$ cat src/rtl/stack_controller_pkg.sv
// Shared constants for the stack controller slice.
// Frame field widths, frame width and FSM state encodings.
package stack_controller_pkg;

  localparam int N_W     = 8;
  localparam int FLAG_W  = 8;
  localparam int RES_W   = 8;
  localparam int FRAME_W = N_W + FLAG_W + RES_W;

  typedef logic [2:0] state_t;

  localparam state_t IDLE    = 3'd0;
  localparam state_t WRITE   = 3'd1;
  localparam state_t READ    = 3'd2;
  localparam state_t WAIT_RD = 3'd3;
  localparam state_t DONE    = 3'd4;

endpackage

$ cat src/rtl/stack_controller_ram.sv
// stack_ram: DEPTH x WIDTH single-port synchronous RAM.
// Ports: clk, we, addr, wdata; rdata is registered (1-cycle latency).
module stack_ram #(
  parameter int DEPTH = 16,
  parameter int WIDTH = 24,
  parameter int AW    = (DEPTH > 1) ? $clog2(DEPTH) : 1
) (
  input  logic             clk,
  input  logic             we,
  input  logic [AW-1:0]    addr,
  input  logic [WIDTH-1:0] wdata,
  output logic [WIDTH-1:0] rdata
);

  logic [WIDTH-1:0] mem [DEPTH];

  always_ff @(posedge clk) begin
    if (we)
      mem[addr] <= wdata;
    rdata <= mem[addr];
  end

endmodule

$ cat src/rtl/stack_controller.sv
// Stack controller: push/pop FSM, stack pointer, flags.
// Ports: clk, rst_n, pushSig/popSig/push_data in; pop_data, readySig, empty, full, count, err out.
module stack_controller
  import stack_controller_pkg::*;
#(
  parameter int DEPTH = 16,
  parameter int WIDTH = FRAME_W
) (
  input  logic                       clk,
  input  logic                       rst_n,
  input  logic                       pushSig,
  input  logic                       popSig,
  input  logic [WIDTH-1:0]           push_data,
  output logic [WIDTH-1:0]           pop_data,
  output logic                       readySig,
  output logic                       empty,
  output logic                       full,
  output logic [$clog2(DEPTH):0]     count,
  output logic                       err
);

  localparam int CW = $clog2(DEPTH) + 1;
  localparam int AW = (DEPTH > 1) ? $clog2(DEPTH) : 1;
  localparam logic [CW-1:0] ONE  = CW'(1);
  localparam logic [CW-1:0] DMAX = CW'(DEPTH);

  state_t           state;
  logic [CW-1:0]    sp;
  logic [CW-1:0]    spm1;
  logic [WIDTH-1:0] data_q;
  logic [WIDTH-1:0] rdata;
  logic             rd_ok;
  logic             we;
  logic [AW-1:0]    addr;

  assign empty    = (sp == '0);
  assign full     = (sp == DMAX);
  assign count    = sp;
  assign readySig = (state == DONE);

  assign spm1 = sp - ONE;
  assign we   = (state == WRITE) && !full;
  assign addr = (state == WRITE) ? sp[AW-1:0]
                                 : spm1[AW-1:0];

  always_ff @(posedge clk or negedge rst_n) begin
    if (!rst_n) begin
      state    <= IDLE;
      sp       <= '0;
      data_q   <= '0;
      pop_data <= '0;
      err      <= 1'b0;
      rd_ok    <= 1'b0;
    end else begin
      unique case (state)
        IDLE: begin
          if (pushSig) begin
            state  <= WRITE;
            data_q <= push_data;
          end else if (popSig) begin
            state <= READ;
          end
        end
        WRITE: begin
          if (!full)
            sp <= sp + ONE;
          else
            err <= 1'b1;
          state <= DONE;
        end
        READ: begin
          // Empty pops still walk WAIT_RD so timing stays uniform
          if (!empty) begin
            sp    <= spm1;
            rd_ok <= 1'b1;
          end else begin
            err   <= 1'b1;
            rd_ok <= 1'b0;
          end
          state <= WAIT_RD;
        end
        WAIT_RD: begin
          if (rd_ok)
            pop_data <= rdata;
          state <= DONE;
        end
        DONE: state <= IDLE;
        default: state <= IDLE;
      endcase
    end
  end

  stack_ram #(
    .DEPTH (DEPTH),
    .WIDTH (WIDTH),
    .AW    (AW)
  ) u_ram (
    .clk   (clk),
    .we    (we),
    .addr  (addr),
    .wdata (data_q),
    .rdata (rdata)
  );

endmodule

$ cat config.mk
export PLATFORM = sky130hd
export DESIGN_NAME = stack_controller
export DESIGN_NICKNAME = d
export VERILOG_FILES = /design/src/rtl/stack_controller_pkg.sv /design/src/rtl/stack_controller_ram.sv /design/src/rtl/stack_controller.sv
export SDC_FILE = /design/constraint.sdc
export NUM_CORES = 1
export LEC_CHECK = 0
export ABC_CLOCK_PERIOD_IN_PS = 12130
export BUFFER_PORTS_ARGS = -buffer_cell sky130_fd_sc_hd__buf_2
export CORE_ASPECT_RATIO = 0.5
export CORE_MARGIN = 3
export CORE_UTILIZATION = 50
export CTS_CLUSTER_DIAMETER = 40
export CTS_CLUSTER_SIZE = 10
export DETAILED_ROUTE_END_ITERATION = 8
export PLACE_DENSITY_LB_ADDON = 0.3
export REMOVE_ABC_BUFFERS = 1
export SETUP_SLACK_MARGIN = 0.02
export SKIP_CTS_REPAIR_TIMING = 1
export SLEW_MARGIN = 40
export SYNTH_ARGS = -nofsm -noshare
export SYNTH_HDL_FRONTEND = slang
export SYNTH_SLANG_ARGS = --single-unit
$ cat constraint.sdc
create_clock -name clk -period 12.13 [get_ports clk]
set_input_delay 0 -clock clk [delete_from_list [all_inputs] [get_ports clk]]
set_output_delay 0 -clock clk [all_outputs]
set_load 0.005 [all_outputs]
==> impl_metrics.json, run 1 <==
{
  "status": "finished, final reports clean",
  "worst-path-stages": 9,
  "num_vias": 11800,
  "gp_congestion": 0.772,
  "syn_area_per_cell_um2": 17.8,
  "min_period_ns": 4.18,
  "first_global_vias": 12200,
  "slew_headroom_pct": 42.7,
  "cp_slowest_cell": "ha_4",
  "netlist_area_um2": 21400,
  "ys_warn_count": 0,
  "track_usage_pct": 21.7,
  "path_clk_slew_ns": 0.06,
  "p_leak_nw": 9.33,
  "pin_count": 61,
  "cts.sink_count": 466,
  "die_x_um": 299,
  "dieArea_um2": 45500,
  "htreeDepth": 2,
  "die_h_um": 152,
  "seq_area_frac_synth_pct": 62.9,
  "arrival_ns": 4.67,
  "postLayoutCellArea_um2": 24300,
  "clkLatencyLatePin_ns": 0.58,
  "routed_wirelength_mm": 49.3,
  "drc": 0,
  "ys_ff_latch": 466,
  "critPathTopFamily": "buffers and inverters",
  "crit_top_cell": "buf_16",
  "worst_setup_path_start_kind": "flop",
  "synthFlopType": "edfxtp_1",
  "antenna_found_initial": 0,
  "drv_cap": 0,
  "fillers": 3026,
  "min_path_type": "primary input to async pin",
  "synthArstFlopShare_pct": 12.4,
  "cp_max_fo": 79,
  "tightest_slew_ns": 0.858,
  "overflow": 0,
  "viasPerCell": 6.20,
  "tns_ns": 0,
  "synth-edff-count": 384,
  "row_count": 52,
  "synth_top_area_share_pct": 53.9,
  "cp_data_required_time_ns": 12.62,
  "io_buffers": 60,
  "grt_first_pass_wirelength_mm": 74.9,
  "worst_ir_drop_vdd_v": 0.000241,
  "wl_per_cell_um": 25.9,
  "p_per_area_nw_per_um2": 281,
  "synth_cell_type_count": 47,
  "n_antenna_cell": 0,
  "areaGrowthSynthToFinish_pct": 13.5,
  "drtIter0Drc": 1154,
  "crit_buf_inv": 4,
  "fmax_mhz": 239,
  "yosys.area.top_type": "edfxtp_1",
  "rr_endpoint": "u_ram.rdata[1]$_DFF_P_",
  "layout-drive-gt1-share_pct": 24.3,
  "seq_area_um2": 13500,
  "finalCritPeriodShare_pct": 34.5,
  "start_util_pct": 51.8,
  "clockBufferDepth": 3,
  "nNetsFinal": 1326,
  "finalClockSkew_ns": 0.0170,
  "critPathMaxStageDelay_ns": 0.91,
  "grt_max_degree": 80,
  "worstSetupPathType": "flop to flop",
  "rr_worst_depth": 9,
  "core_area_um2": 41300,
  "rsz0062_at_grt": "no",
  "postSynthCellCount": 1204,
  "end_kind": "flop",
  "ant_nets": 0,
  "cts_made_buffers": 54,
  "multi_input_area_um2": 7580,
  "maxSlewViolCount": 0,
  "dr.pass1.iters": 5,
  "final_util_pct": 58.8,
  "crit-reg2reg-launch": "count[1]$_DFFE_PN0P_",
  "finalHoldViolCount": 0,
  "total_power_mw": 6.82,
  "worstPathCellList": "inv_1 > ha_4 > buf_12 > buf_16 > buf_16 > mux2i_1 > mux4_2 > o22a_1 > o221ai_1",
  "synth_area_leaders": "edfxtp_1 (54%), mux2i_1 (18%), mux4_2 (10%)",
  "placed_cell_area_um2": 22400,
  "hpwl_mm": 27.1,
  "root_buffer": "clkbuf_16",
  "r2r_slack_ns": 7.95,
  "cts_tree": "done",
  "setup_viol": 0
}
==> final cells by class <==
type	instances	area share (%)
flip-flops and latches	466	55.5
multi-input cells	650	31.2
clock buffers	95	6.37
repair buffers	118	3.72
well taps	567	2.92
clock inverters	5	0.232
inverters	5	0.0876
==> per-layer routing <==
layer,share of wire (%),GRT usage (%)
met1,46,31.7
met2,47,34.2
met3,5.9,3.99
met4,1.8,5.23
met5,0,0
==> report_power, final <==
part	switching [mW]	total (mW)	internal, mW	leakage, nW
combinational	1.41	2.82	1.41	4.19
clock	0.617	1.49	0.877	0.766
sequential	0.321	2.50	2.18	4.37
==> Yosys cell counts, types with 2 or more instances <==
master	n
mux2i_1	386
edfxtp_1	384
mux4_2	96
dfrtp_1	58
mux2_2	48
buf_2	33
clkbuf_1	31
o22a_1	25
dfxtp_1	24
o221ai_1	24
nor2_1	23
buf_4	10
buf_6	7
nand3_1	5
inv_1	4
nand2_1	4
ha_1	3
xnor2_1	3
a21oi_1	2
a31oi_2	2
buf_1	2
nand4_1	2
nor4b_1	2
or3_1	2
xor2_1	2
==> worst max path at each step <==
stage	startpoint	to	slack (ns)
detailed placement	count[1]$_DFFE_PN0P_	u_ram.rdata[16]$_DFF_P_	7.96
floorplan	count[1]$_DFFE_PN0P_	u_ram.rdata[0]$_DFF_P_	-1.96
finish	count[1]$_DFFE_PN0P_	u_ram.rdata[1]$_DFF_P_	7.95
CTS	count[1]$_DFFE_PN0P_	u_ram.rdata[16]$_DFF_P_	7.95
global placement	count[1]$_DFFE_PN0P_	u_ram.rdata[8]$_DFF_P_	8.18
global route	count[1]$_DFFE_PN0P_	u_ram.rdata[18]$_DFF_P_	7.76
==> placed cells by master (no fill, tap or decap), drive strengths merged, types with 2 or more instances in the layout <==
master       netlist  layout
a21oi              3       3
a31oi              2       2
buf               52      91
clkbuf            31      95
clkinv             0       2
dfrtp             58      58
dfxtp             24      24
dlygate4sd3        0      27
edfxtp           384     384
ha                 3       3
inv                5       7
mux2              48      48
mux2i            386     386
mux4              96      96
nand2              5       5
nand3              5       5
nand4              2       2
nor2              23      23
nor4b              2       2
o21ai              2       2
o221ai            24      24
o22a              25      25
or3                2       2
or3b               2       2
xnor2              3       3
xor2               2       2
==> sequential cells by signal (all words and copies together), names as in the netlist <==
register,cells
pop_data,24
u_ram.mem,384
data_q,24
err,1
count,5
rd_ok,1
state,3
u_ram.rdata,24
==> per-stage QoR <==
step	std cells	hold slack [ns]	setup slack, ns
4_1_cts	1879	-0.551	7.95
2_1_floorplan	1121	-0.296	-1.96
6_report	1906	0.00168	7.95
5_1_grt	1906	0.0571	7.76
3_5_place_dp	1779	0.0631	7.96
3_3_place_gp	1776	0.166	8.18
==> worst register-to-register path: cells and delay by family (launching register included) <==
family / cells / cell delay (ns)
buffers and inverters: 4 / 1.34
adder cells (fa/ha/maj): 1 / 0.91
flip-flops: 1 / 0.83
multiplexers: 2 / 0.72
AO/OA/AOI/OAI: 2 / 0.30
==> cells by family (layout without fill, tap and decap cells) <==
family	after synthesis	after routing	share of synthesized area, %
mux	530	530	30.7
flops	466	466	62.9
buf+inv	88	223	2.16
compound gates	64	64	2.72
simple gates	48	48	1.14
xor+xnor	5	5	0.205
fa+ha+maj	3	3	0.175
(Power assumes the default switching activity.)
==> run 2: changes to the inputs <==
--- a/config.mk
+++ b/config.mk
@@ -5,7 +5,8 @@
 export SDC_FILE = /design/constraint.sdc
 export NUM_CORES = 1
 export LEC_CHECK = 0
-export ABC_CLOCK_PERIOD_IN_PS = 12130
+export ABC_AREA = 1
+export ABC_CLOCK_PERIOD_IN_PS = 3800
 export BUFFER_PORTS_ARGS = -buffer_cell sky130_fd_sc_hd__buf_2
 export CORE_ASPECT_RATIO = 0.5
 export CORE_MARGIN = 3
==> constraint.sdc (replaced) <==
create_clock -name clk -period 3.8 [get_ports clk]
set_input_delay 0 -clock clk [delete_from_list [all_inputs] [get_ports clk]]
set_output_delay 0 -clock clk [all_outputs]
set_load 0.005 [all_outputs]
==> run 2 against run 1 <==
Against the previous run: combinational power grew to 3.0 times the previous value; fmax is 49% higher; die area is 10% lower; sequential share of layout area is 5.6 points higher; sequential cell count stayed put.
==> impl_metrics.json, run 2 <==
{
  "status": "finished, final reports clean",
  "row_count": 49,
  "worstPathCellList": "inv_2 > nand4_4 > nand2_4 > buf_12 > nand2_1 > nand2_1 > nand2_1 > nand2_1 > nand2_1 > nand2_1 > inv_1 > nand2_1",
  "yosysMostFrequentCell": "nand2_1",
  "r2r_slack_ns": 1.0,
  "wl_per_cell_um": 18.7,
  "tightest_slew_ns": 0.792,
  "syn_area_per_cell_um2": 10.7,
  "hpwl_mm": 23.9,
  "ys_ff_latch": 466,
  "worstSetupPathType": "flop to flop",
  "min_period_ns": 2.80,
  "p_leak_nw": 9.35,
  "cp_max_fo": 153,
  "slew_headroom_pct": 47.2,
  "dp.cells": 2308,
  "switchingPower_mw": 8.70,
  "routed_wirelength_mm": 45.4,
  "clockBufferDepth": 3,
  "synth_top_area_share_pct": 60.2,
  "rsz0062_at_grt": "no",
  "netlist_area_um2": 19200,
  "end_kind": "flop",
  "start_util_pct": 52.0,
  "p_sw_share_pct": 41.8,
  "grt_max_degree": 154,
  "clkLatencyLatePin_ns": 0.58,
  "cts.sink_count": 466,
  "final_cell_mix": "nand2_1 (934), edfxtp_1 (384), nand3_1 (129)",
  "drv_cap": 0,
  "worst_setup_path_start_kind": "flop",
  "power.share.sequential_pct": 37.6,
  "postSynthCellCount": 1787,
  "maxSlewViolCount": 0,
  "largest_register": "u_ram.mem",
  "crit-reg2reg-launch": "state[1]$_DFFE_PN0P_",
  "ant_nets": 0,
  "cts_tree": "done",
  "critPathMaxStageDelay_ns": 0.56,
  "synth_common_cells": "nand2_1 (934), edfxtp_1 (384), nand3_1 (131), dfrtp_1 (58), inv_1 (56)",
  "cts_made_buffers": 53,
  "nNetsFinal": 1911,
  "root_buffer": "clkbuf_16",
  "rr_worst_depth": 12,
  "num_vias": 12800,
  "areaGrowthSynthToFinish_pct": 15.1,
  "htreeDepth": 2,
  "overflow": 0,
  "largest_reg_flops": 384,
  "final_util_pct": 59.8,
  "synthArstFlopShare_pct": 12.4,
  "viasPerCell": 5.27,
  "finalClockSkew_ns": 0.0197,
  "crit_top_cell": "nand2_1",
  "finalHoldViolCount": 0,
  "layout_commonest_cell": "nand2_1",
  "fmax_mhz": 357,
  "seq_area_frac_synth_pct": 70.3,
  "gp_congestion": 0.804,
  "die_x_um": 283,
  "core_area_um2": 36800,
  "drtIter0Drc": 1280,
  "ys_warn_count": 0,
  "p_per_area_nw_per_um2": 944,
  "dr.pass1.iters": 5,
  "first_global_vias": 11900,
  "path_clk_slew_ns": 0.06,
  "cp_data_required_time_ns": 4.32,
  "pre_cts_ws_ns": 0.986,
  "synth_cell_type_count": 31,
  "layout-drive-gt1-share_pct": 12.9,
  "pin_count": 61,
  "instances_no_fill": 2433,
  "antenna_found_initial": 0,
  "synthFlopType": "edfxtp_1",
  "arrival_ns": 3.32,
  "yosys.area.top_type": "edfxtp_1",
  "rr_endpoint": "u_ram.rdata[23]$_DFF_P_",
  "layout_setup_ws_ns": 0.998,
  "n_antenna_cell": 0,
  "drc": 0,
  "combPwrFrac_pct": 40.3,
  "die_h_um": 144,
  "pwr-share-clk_pct": 22.2,
  "synth_area_leaders": "edfxtp_1 (60%), nand2_1 (18%), dfrtp_1 (7.6%)",
  "io_buffers": 60,
  "worst_ir_drop_vdd_v": 0.000636,
  "total_power_mw": 20.8,
  "cp_slowest_cell": "buf_12",
  "track_usage_pct": 22.8,
  "synth-edff-count": 384,
  "grt_first_pass_wirelength_mm": 69.8,
  "min_path_type": "primary input to async pin",
  "dieArea_um2": 40800,
  "power.internal_mw": 12.1,
  "finalCritPeriodShare_pct": 73.7,
  "setup_viol": 0
}
-- run 2: cell types whose count changed after synthesis, moves of 13 or more --
| cell | change |
|---|---|
| inv_2 | +13 |
| mux4_2 | -96 |
| o221ai_1 | -24 |
| mux2i_1 | -386 |
| nand2_1 | +930 |
| nand3_1 | +126 |
| o22a_1 | -25 |
| inv_1 | +52 |
-- run 2: kinds of logic (layout without fill, tap and decap cells) --
| kind of cell | Yosys count | count (layout) | synth area share [%] |
|---|---|---|---|
| xor gates and xnor gates | 4 | 4 | 0.183 |
| AOI/OAI and AO/OA | 10 | 10 | 0.366 |
| and+or+nand+nor | 1100 | 1100 | 22.8 |
| muxes | 48 | 48 | 2.82 |
| adders and majority gates | 3 | 3 | 0.196 |
| DFF | 466 | 466 | 70.3 |
| buffers and inverters | 156 | 292 | 3.41 |
-- run 2: how the worst max path moves through the flow --
stage | start | end | cells after the start
4_1_cts | state[1]$_DFFE_PN0P_ | u_ram.rdata[7]$_DFF_P_ | 12
6_report | state[1]$_DFFE_PN0P_ | u_ram.rdata[23]$_DFF_P_ | 12
3_3_place_gp | state[1]$_DFFE_PN0P_ | u_ram.mem[9][22]$_DFFE_PP_ | 5
5_1_grt | state[0]$_DFFE_PN0P_ | u_ram.rdata[23]$_DFF_P_ | 11
3_5_place_dp | state[1]$_DFFE_PN0P_ | u_ram.mem[11][20]$_DFFE_PP_ | 6
2_1_floorplan | state[1]$_DFFE_PN0P_ | u_ram.mem[11][0]$_DFFE_PP_ | 5
-- run 2: metal layers --
| metal | wire length [um] | global-route usage, % | share of wire, % | up-vias |
|---|---|---|---|---|
| met1 | 20100 | 32.8 | 44 | 6142 |
| met4 | 1150 | 7.30 | 2.5 | 0 |
| met5 | 0 | 0 | 0 | - |
| li1 | - | - | - | 6074 |
| met3 | 3920 | 4.44 | 8.6 | 94 |
| met2 | 20200 | 35.3 | 45 | 502 |
-- run 2: cell type report --
class | instances | area (um^2)
fillers | 2909 | 14800
flip-flops and latches | 466 | 13500
multi-input cells | 1165 | 5170
clock buffers | 93 | 1480
repair buffers | 124 | 981
well taps | 510 | 638
inverters | 70 | 264
clock inverters | 5 | 60.1
-- run 2: through the flow --
| stage | hold WS [ns] | instance area [um^2] | setup TNS (ns) |
|---|---|---|---|
| after floorplan | -0.296 | 18800 | -573.20 |
| after global placement | 0.177 | 20200 | 0 |
| after detailed placement | 0.0512 | 20200 | 0 |
| after CTS | -0.550 | 21800 | 0 |
| after global routing | 0.0589 | 22100 | 0 |
| final | 0.00638 | 22100 | 0 |
-- run 2: power groups by stage --
stage	registers, mW	logic, mW	clock network [mW]
after floorplan	7.59	5.52	0
after global placement	7.89	8.16	0
after detailed placement	7.94	8.28	0
after CTS	7.83	8.34	4.68
after global routing	7.95	9.42	4.91
final	7.82	8.38	4.62
-- run 2: critical path: cells and delay by family, from the launching register on --
family	cells	cell delay, ns
simple gates	9	1.40
flops	1	0.43
buf+inv	3	0.75
